[src/rtl/div7_frame_sync.sv]
// Frame synchronizer: locks onto a divide-by-7 frame clock, checks its period,
// and deserializes the din stream into 7-bit codewords on each accepted boundary.
module div7_frame_sync #(
    parameter int PERIOD   = 7,
    parameter int LOCK_CNT = 3,
    parameter int LOSS_CNT = 2
) (
    input  logic       clk,
    input  logic       rst_n,
    input  logic       div_clk_in,
    input  logic       din,
    output logic       locked,
    output logic       frame_strobe,
    output logic [2:0] bit_idx,
    output logic [6:0] word_out,
    output logic       word_valid,
    output logic       period_err
);
    localparam logic [3:0] P_GOOD = 4'(PERIOD);
    localparam logic [3:0] P_TOUT = 4'(2 * PERIOD);
    localparam logic [3:0] LOCK_C = 4'(LOCK_CNT);
    localparam logic [3:0] LOSS_C = 4'(LOSS_CNT);

    typedef enum logic [1:0] {SEARCH, VERIFY, LOCKED} state_t;

    state_t     r_state;
    logic       r_sync1, r_sync2, r_sync3;
    logic [3:0] r_cnt;
    logic [3:0] r_good_cnt;
    logic [3:0] r_bad_cnt;
    logic [6:0] r_sr;
    logic [6:0] r_word;
    logic [2:0] r_bit_idx;
    logic       r_locked, r_fs, r_wv, r_pe;

    logic       w_rise, w_good, w_timeout;

    assign w_rise    = r_sync2 & ~r_sync3;
    assign w_good    = w_rise & (r_cnt == P_GOOD);
    // A rise in the timeout cycle wins: the period is judged, not timed out.
    assign w_timeout = ~w_rise & (r_cnt == P_TOUT);

    always_ff @(posedge clk or negedge rst_n) begin
        if (!rst_n) begin
            r_sync1 <= 1'b0;
            r_sync2 <= 1'b0;
            r_sync3 <= 1'b0;
            r_cnt   <= 4'd0;
            r_sr    <= 7'd0;
        end else begin
            r_sync1 <= div_clk_in;
            r_sync2 <= r_sync1;
            r_sync3 <= r_sync2;
            r_sr    <= {r_sr[5:0], din};
            if (w_rise)
                r_cnt <= 4'd1;
            else if (r_cnt != 4'hF)
                r_cnt <= r_cnt + 4'd1;
        end
    end

    always_ff @(posedge clk or negedge rst_n) begin
        if (!rst_n) begin
            r_state    <= SEARCH;
            r_good_cnt <= 4'd0;
            r_bad_cnt  <= 4'd0;
            r_word     <= 7'd0;
            r_bit_idx  <= 3'd0;
            r_locked   <= 1'b0;
            r_fs       <= 1'b0;
            r_wv       <= 1'b0;
            r_pe       <= 1'b0;
        end else begin
            r_fs      <= 1'b0;
            r_wv      <= 1'b0;
            r_pe      <= 1'b0;
            r_bit_idx <= 3'd0;
            case (r_state)
                SEARCH: begin
                    if (w_rise) begin
                        r_state    <= VERIFY;
                        r_good_cnt <= 4'd0;
                    end
                end
                VERIFY: begin
                    if (w_rise) begin
                        if (w_good) begin
                            r_good_cnt <= r_good_cnt + 4'd1;
                            if (r_good_cnt + 4'd1 == LOCK_C) begin
                                r_state   <= LOCKED;
                                r_locked  <= 1'b1;
                                r_bad_cnt <= 4'd0;
                            end
                        end else begin
                            r_good_cnt <= 4'd0;
                        end
                    end else if (w_timeout) begin
                        r_state <= SEARCH;
                    end
                end
                LOCKED: begin
                    r_bit_idx <= (r_bit_idx == 3'd6) ? 3'd6 : r_bit_idx + 3'd1;
                    if (w_rise) begin
                        // Word captured includes this cycle's din bit as its LSB.
                        r_fs      <= 1'b1;
                        r_wv      <= 1'b1;
                        r_word    <= {r_sr[5:0], din};
                        r_bit_idx <= 3'd0;
                        if (w_good) begin
                            r_bad_cnt <= 4'd0;
                        end else begin
                            r_pe      <= 1'b1;
                            r_bad_cnt <= r_bad_cnt + 4'd1;
                            if (r_bad_cnt + 4'd1 == LOSS_C) begin
                                r_state  <= SEARCH;
                                r_locked <= 1'b0;
                            end
                        end
                    end else if (w_timeout) begin
                        r_pe      <= 1'b1;
                        r_state   <= SEARCH;
                        r_locked  <= 1'b0;
                        r_bit_idx <= 3'd0;
                    end
                end
                default: begin
                    r_state  <= SEARCH;
                    r_locked <= 1'b0;
                end
            endcase
        end
    end

    assign locked       = r_locked;
    assign frame_strobe = r_fs;
    assign word_valid   = r_wv;
    assign period_err   = r_pe;
    assign word_out     = r_word;
    assign bit_idx      = r_bit_idx;
endmodule

[config.mk]
export PLATFORM = sky130hd
export DESIGN_NAME = div7_frame_sync
export DESIGN_NICKNAME = d
export VERILOG_FILES = /design/src/rtl/div7_frame_sync.sv
export SDC_FILE = /design/constraint.sdc
export NUM_CORES = 1
export LEC_CHECK = 0
export CORE_MARGIN = 1
export CORE_UTILIZATION = 52
export CTS_BUF_LIST = sky130_fd_sc_hd__clkbuf_8
export CTS_CLUSTER_DIAMETER = 40
export CTS_CLUSTER_SIZE = 14
export DETAILED_ROUTE_END_ITERATION = 10
export GPL_TIMING_DRIVEN = 1
export PLACE_DENSITY_LB_ADDON = 0.08
export SLEW_MARGIN = 10
export SYNTH_ARGS = -nofsm -noshare
export SYNTH_HDL_FRONTEND = slang
export SYNTH_SLANG_ARGS = --single-unit
[constraint.sdc]
create_clock -name clk -period 1.75 [get_ports clk]
set_input_delay 0.2625 -clock clk [delete_from_list [all_inputs] [get_ports clk]]
set_output_delay 0.2625 -clock clk [all_outputs]
set_load 0.01 [all_outputs]
# Word level (Yosys, flattened, before mapping)
# Cells that the tools add are included.
[word_totals]
ff_bits = 36
out_inout_bits = 14
[classes]
n_addsub = 4
n_eq_ne = 18
muxes = 39
bitwise_logic = 6
reduce_logical = 9
[ops]
columns = ["op", "n"]
rows = [
  ["two-way mux 4 bit", 10],
  ["two-way mux 2 bit", 8],
  ["one-hot mux 4 bit (2 select lines)", 2],
  ["inequality test 3 bit, second input constant", 5],
  ["two-way mux 1 bit", 13],
  ["adder 4 x 1 -> 4 bit, second input constant", 3],
  ["two-way mux 3 bit", 4],
  ["inequality test 2 bit, second input constant", 5],
  ["AND reduction 5 bit", 2],
  ["equality test 4 x 2 -> 1 bit, second input constant", 2],
  ["AND reduction 7 bit", 1],
  ["one-hot mux 2 bit (3 select lines)", 1],
  ["nonzero test 2 bit", 3],
  ["equality test 4 x 3 -> 1 bit, second input constant", 1],
  ["equality test 4 bit, second input constant", 1],
  ["inequality test 4 bit, second input constant", 1],
  ["adder 3 x 1 -> 3 bit, second input constant", 1],
  ["bitwise AND 1 bit", 3],
  ["equality test 3 bit, second input constant", 1],
  ["inverter 1 bit", 3],
  ["one-hot mux 1 bit (3 select lines)", 1],
  ["AND reduction 3 bit", 1],
  ["equality test 2 x 1 -> 1 bit, second input constant", 1],
  ["equality test 2 bit, second input constant", 1],
  ["other kinds (2)", 2],
]

# Longest topological paths before layout
# Gate-level depths: netlist (run 1).
[depth]
ltp_word = 7
mapped_depth = 8
mapped_depth_nobuf = 7

# Worst setup path after synthesis (run 1)
# No wires, ideal clock.
[synth_path]
path_type = "register to register"
startpoint = "register r_bad_cnt[0]"
endpoint = "register r_state[0]"
setup_time_ns = 0.073
t_arrival_ns = 1.762
required_time_ns = 1.677
setup_slack_ns = -0.085
stages_incl_launch_ff = 7
synth_period_minus_slack_ns = 1.835
cell_sequence = "dfrtp_1 -> ha_1 -> or4b_1 -> o21ai_1 -> a31oi_1 -> or3_1 -> a21oi_2"
[synth_via]
elab_chain_len = 4
[synth_lines]
columns = ["element", "line", "text"]
rows = [
  ["from (decl)", "30", "logic [3:0] r_bad_cnt;"],
  ["from (signal assigned)", "113", "r_bad_cnt <= r_bad_cnt + 4'd1;"],
  ["adder 4 x 1 -> 4 bit", "114", "if (r_bad_cnt + 4'd1 == LOSS_C) begin"],
  ["equality test 4 x 2 -> 1 bit", "114", ""],
  ["inequality test 3 bit (no source line)", "-", ""],
  ["AND reduction 5 bit (no source line)", "-", ""],
  ["to (signal assigned)", "115", "r_state <= SEARCH;"],
  ["to (signal assigned)", "121", "r_state <= SEARCH;"],
  ["to (signal assigned)", "127", "r_state <= SEARCH;"],
  ["to (decl)", "26", "state_t r_state;"],
]
# Every way passes these cells.
# A chain may end at the register's enable or synchronous reset.

# Worst setup path after layout (run 1)
[layout_path]
startpoint = "register r_bad_cnt[1]"
endpoint = "register r_state[0]"
# The elaborated chain is that of the path after synthesis.

==> metrics.log, run 1 <==
INFO  metric grt_pass1_vias = 1135
INFO  metric cts-root-to-sink-buffers = 2
INFO  metric slew_violations = 0
INFO  metric sw_power = 0.494 mW
INFO  metric yosysUniqueCellTypes = 41
INFO  metric crit_path_top_delay_cell = sky130_fd_sc_hd__or4b_4
INFO  metric cts-buffers-inserted = 5
INFO  metric post_synth.cell_area_avg = 10.2 µm²
INFO  metric final_estimated_routing_congestion_in_global_placement = 0.945
INFO  metric internal_power = 1.31 mW
INFO  metric htree_levels = 2
INFO  metric postSynthCellCount = 156
INFO  metric ant_nets = 0
INFO  metric yosys-top-cells-area = sky130_fd_sc_hd__dfrtp_1 (56%), sky130_fd_sc_hd__nand2_1 (8.0%), sky130_fd_sc_hd__ha_1 (6.3%)
INFO  metric globalRouteTotalUtil = 0.202
INFO  metric maxClockFrequency = 548 MHz
INFO  metric globalRoute.totalOverflow = 0
INFO  metric finalSetupViolCount = 1
INFO  metric vdd_drop_max = 633 µV
INFO  metric postRouteWirelength = 2.89 mm
INFO  metric drv.max_cap_violation_count = 0
INFO  metric synthesis.yosys.warnings = 0
INFO  metric fin_total_pwr = 1.80 mW
INFO  metric synth-seq-cells = 36
INFO  metric postSynth.topFlopCell = sky130_fd_sc_hd__dfrtp_1
INFO  metric antenna_found_initial = 0
INFO  metric cpPeakStageDelay = 530 ps
INFO  metric grt_use_met1 = 0.253
INFO  metric tritoncts = built
INFO  metric antenna_cells_inserted = 0
INFO  metric dpl-instance-area = 1930 µm²
INFO  metric grt_most_used_layer = met2
INFO  metric rrSetupSlack = -70 ps
INFO  metric synth-edff-count = 0
INFO  metric largest_net_degree_at_the_start_of_global_routing = 37
INFO  metric pwr-share-seq = 0.534
INFO  metric timing.critical_path.to_type = flop
INFO  metric dr_total_vias = 1251
INFO  metric cts-root-buf = sky130_fd_sc_hd__clkbuf_8
INFO  metric nets = 208
INFO  metric design.portCount = 18
INFO  metric clockPowerShare = 0.316
INFO  metric layout_min_cycle_time = 1820 ps
INFO  metric power_switching_share = 0.273
INFO  metric cp_cell_sequence = ha_2 -> or4b_4 -> o21ai_2 -> a31oi_2 -> or3_1 -> a21oi_2
INFO  metric skew = 10.2 ps
INFO  metric mapped_nets = 168
INFO  metric grt_util_met2 = 0.321
INFO  metric critical_path.max_fanout = 3
INFO  metric design.core.area = 2830 µm²
INFO  metric grt_setup_unrepaired = true
INFO  metric static-leakage-power = 0.990 nW
INFO  metric clk-insertion-delay-late = 290 ps
INFO  metric num_rows = 19
INFO  metric crit_required = 1970 ps
INFO  metric critPathKind = reg2reg
INFO  metric detailed_route_vias_per_instance = 5.49
INFO  metric grt_first_pass_wirelength = 4.97 mm
INFO  metric multiInputGateArea = 676 µm²
INFO  metric met3_usage = 0.0680
INFO  metric synth_async_sr_flop_share = 1.00
INFO  metric regArea = 901 µm²
INFO  metric layout_setup_ws = -74.8 ps
INFO  metric die_y = 57.4 µm
INFO  metric number_of_buffers_added_to_fix_hold_violations_after_cts = 0
INFO  metric worst_slew_pin_slew = 426 ps
INFO  metric crit_arrival = 2040 ps
INFO  metric clk_transition_reported_paths = 70 ps
INFO  metric hpwl = 2.17 mm
INFO  metric synth_area = 1600 µm²
INFO  metric timing.final.crit_share = 1.04
INFO  metric drc = 3
INFO  metric detailedRoute.firstPassIterationCount = 7
INFO  metric violations = DRC, setup timing
INFO  metric synth_sequential_area_ratio = 0.564
INFO  metric hold_path_class = reg2reg
INFO  metric die-area = 3300 µm²
INFO  metric tritoncts_num_sinks = 36
INFO  metric 1st_iter_drt_viols = 41
INFO  metric yosys.area.top_type = sky130_fd_sc_hd__dfrtp_1
INFO  metric timing.final.hold_violations = 0
INFO  metric die_x = 57.4 µm
INFO  metric n_fill_cell = 215
INFO  metric power_frac_comb = 0.150
INFO  metric type_of_element_launching_the_critical_path = flop
INFO  metric routed_wire_length_per_instance = 12.7 µm
INFO  metric stdcell_area = 2050 µm²
INFO  metric share_of_yosys_cell_area_claimed_by_the_top_area_cell_type = 0.564
INFO  metric synthToLayoutAreaGrowth = 28.3%
INFO  metric run_status = finished, violations left
INFO  metric worstPathBufferInverterCount = 0
INFO  metric start_util = 0.565
INFO  metric numPortBuffers = 17
INFO  metric max-slew-margin-rel = 0.716
INFO  metric power_per_cell_area = 881 nW/µm²
INFO  metric critPathTopFamily = simple AND/OR/NAND/NOR gates
INFO  metric post_route_cells_drive_above_1_share = 0.203
## cells in the final DEF, fill, tap and decap left out, types with 3 or more instances in the layout
master	count
sky130_fd_sc_hd__a21oi_1	3
sky130_fd_sc_hd__nand2_1	34
sky130_fd_sc_hd__nand3_1	4
sky130_fd_sc_hd__clkbuf_8	5
sky130_fd_sc_hd__buf_4	21
sky130_fd_sc_hd__clkdlybuf4s50_1	17
sky130_fd_sc_hd__ha_1	6
sky130_fd_sc_hd__nor3b_1	3
sky130_fd_sc_hd__nor3_1	4
sky130_fd_sc_hd__inv_1	4
sky130_fd_sc_hd__o21ai_0	8
sky130_fd_sc_hd__dfrtp_1	36
sky130_fd_sc_hd__nor2_1	10
sky130_fd_sc_hd__a31oi_1	3
## stage by stage
stage	cells	hold WS, ps	TNS [ps]	setup WS, ps	utilization
detailed placement	218	337	-73.3	-73.3	0.681
CTS	227	352	-70.0	-70.0	0.714
finish	228	352	-74.8	-74.8	0.724
floorplan	156	-33.1	-46.3	-46.3	-
global route	228	359	-112	-112	0.724
global placement	218	333	-32.9	-32.9	0.681
## metal layers
metal | routed length [µm] | vias to the layer above
met5 | 0 | -
met4 | 48 | 0
met3 | 146 | 7
met2 | 1360 | 27
met1 | 1330 | 595
li1 | - | 622
## cell usage after synthesis, types with 2 or more instances
cell,n
sky130_fd_sc_hd__a31oi_1,4
sky130_fd_sc_hd__o21ai_0,8
sky130_fd_sc_hd__buf_2,3
sky130_fd_sc_hd__dfrtp_1,36
sky130_fd_sc_hd__nor2_1,10
sky130_fd_sc_hd__or3_1,2
sky130_fd_sc_hd__nand3b_1,2
sky130_fd_sc_hd__and3_1,2
sky130_fd_sc_hd__nand3_1,4
sky130_fd_sc_hd__nor3_1,4
sky130_fd_sc_hd__ha_1,8
sky130_fd_sc_hd__nand2_1,34
sky130_fd_sc_hd__nor3b_1,3
sky130_fd_sc_hd__a21oi_1,3
sky130_fd_sc_hd__nand2b_1,2
sky130_fd_sc_hd__inv_1,4
sky130_fd_sc_hd__a211oi_1,2
sky130_fd_sc_hd__o31ai_1,2
## flip-flops by register name (all words and copies together) (netlist names)
register / flops
r_sr: 6
r_bad_cnt: 4
period_err: 1
word_out: 7
r_cnt: 4
r_good_cnt: 4
locked: 1
bit_idx: 3
r_sync1: 1
r_sync2: 1
r_sync3: 1
r_state: 2
word_valid: 1
## what timing repair did
action                     in CTS  in global routing
setup buffers                   1                  1
setup endpoints to repair       1                  3
gates resized for setup         0                  5
## kinds of logic (layout without fill, tap and decap cells)
group,after synthesis,in the layout,share of synthesized area
flops,36,36,0.564
simple gates,73,73,0.223
buf+inv,10,51,0.0282
fa+ha+maj,8,8,0.0626
xor+xnor,2,2,0.0110
compound gates,27,27,0.111
## power groups by stage
stage	Combinational (mW)	Clock, mW	Sequential, mW
floorplan	0.164	0	0.957
global placement	0.240	0	0.977
detailed placement	0.252	0	0.979
CTS	0.253	0.580	0.966
global route	0.303	0.618	0.977
finish	0.271	0.570	0.964
## path summary, 6_finish.rpt
| kind | from | end | cells after the start |
|---|---|---|---|
| min in group asynchronous | rst_n | r_good_cnt[2] | 2 |
| min | r_sync1 | r_sync2 | 0 |
| min reg2reg | r_sync1 | r_sync2 | 0 |
| max reg2reg | r_bad_cnt[1] | r_state[0] | 6 |
| max | r_bad_cnt[1] | r_state[0] | 6 |
| max in group asynchronous | rst_n | r_bad_cnt[1] | 2 |
## final cells by class
cell class | instances | area share
Clock buffer | 5 | 0.0336
Clock inverter | 3 | 0.00916
Inverter | 5 | 0.00916
Multi-Input combinational cell | 110 | 0.330
Sequential cell | 36 | 0.440
Tap cell | 31 | 0.0189
Timing Repair Buffer | 38 | 0.160
No activity file was read; power rests on OpenSTA's default activity.
==> inputs of run 2 (changes only) <==
Settings changed: CORE_MARGIN 1 to default.
==> results of run 2 <==
The final DEF is identical to that of run 1; final timing and power are the same.
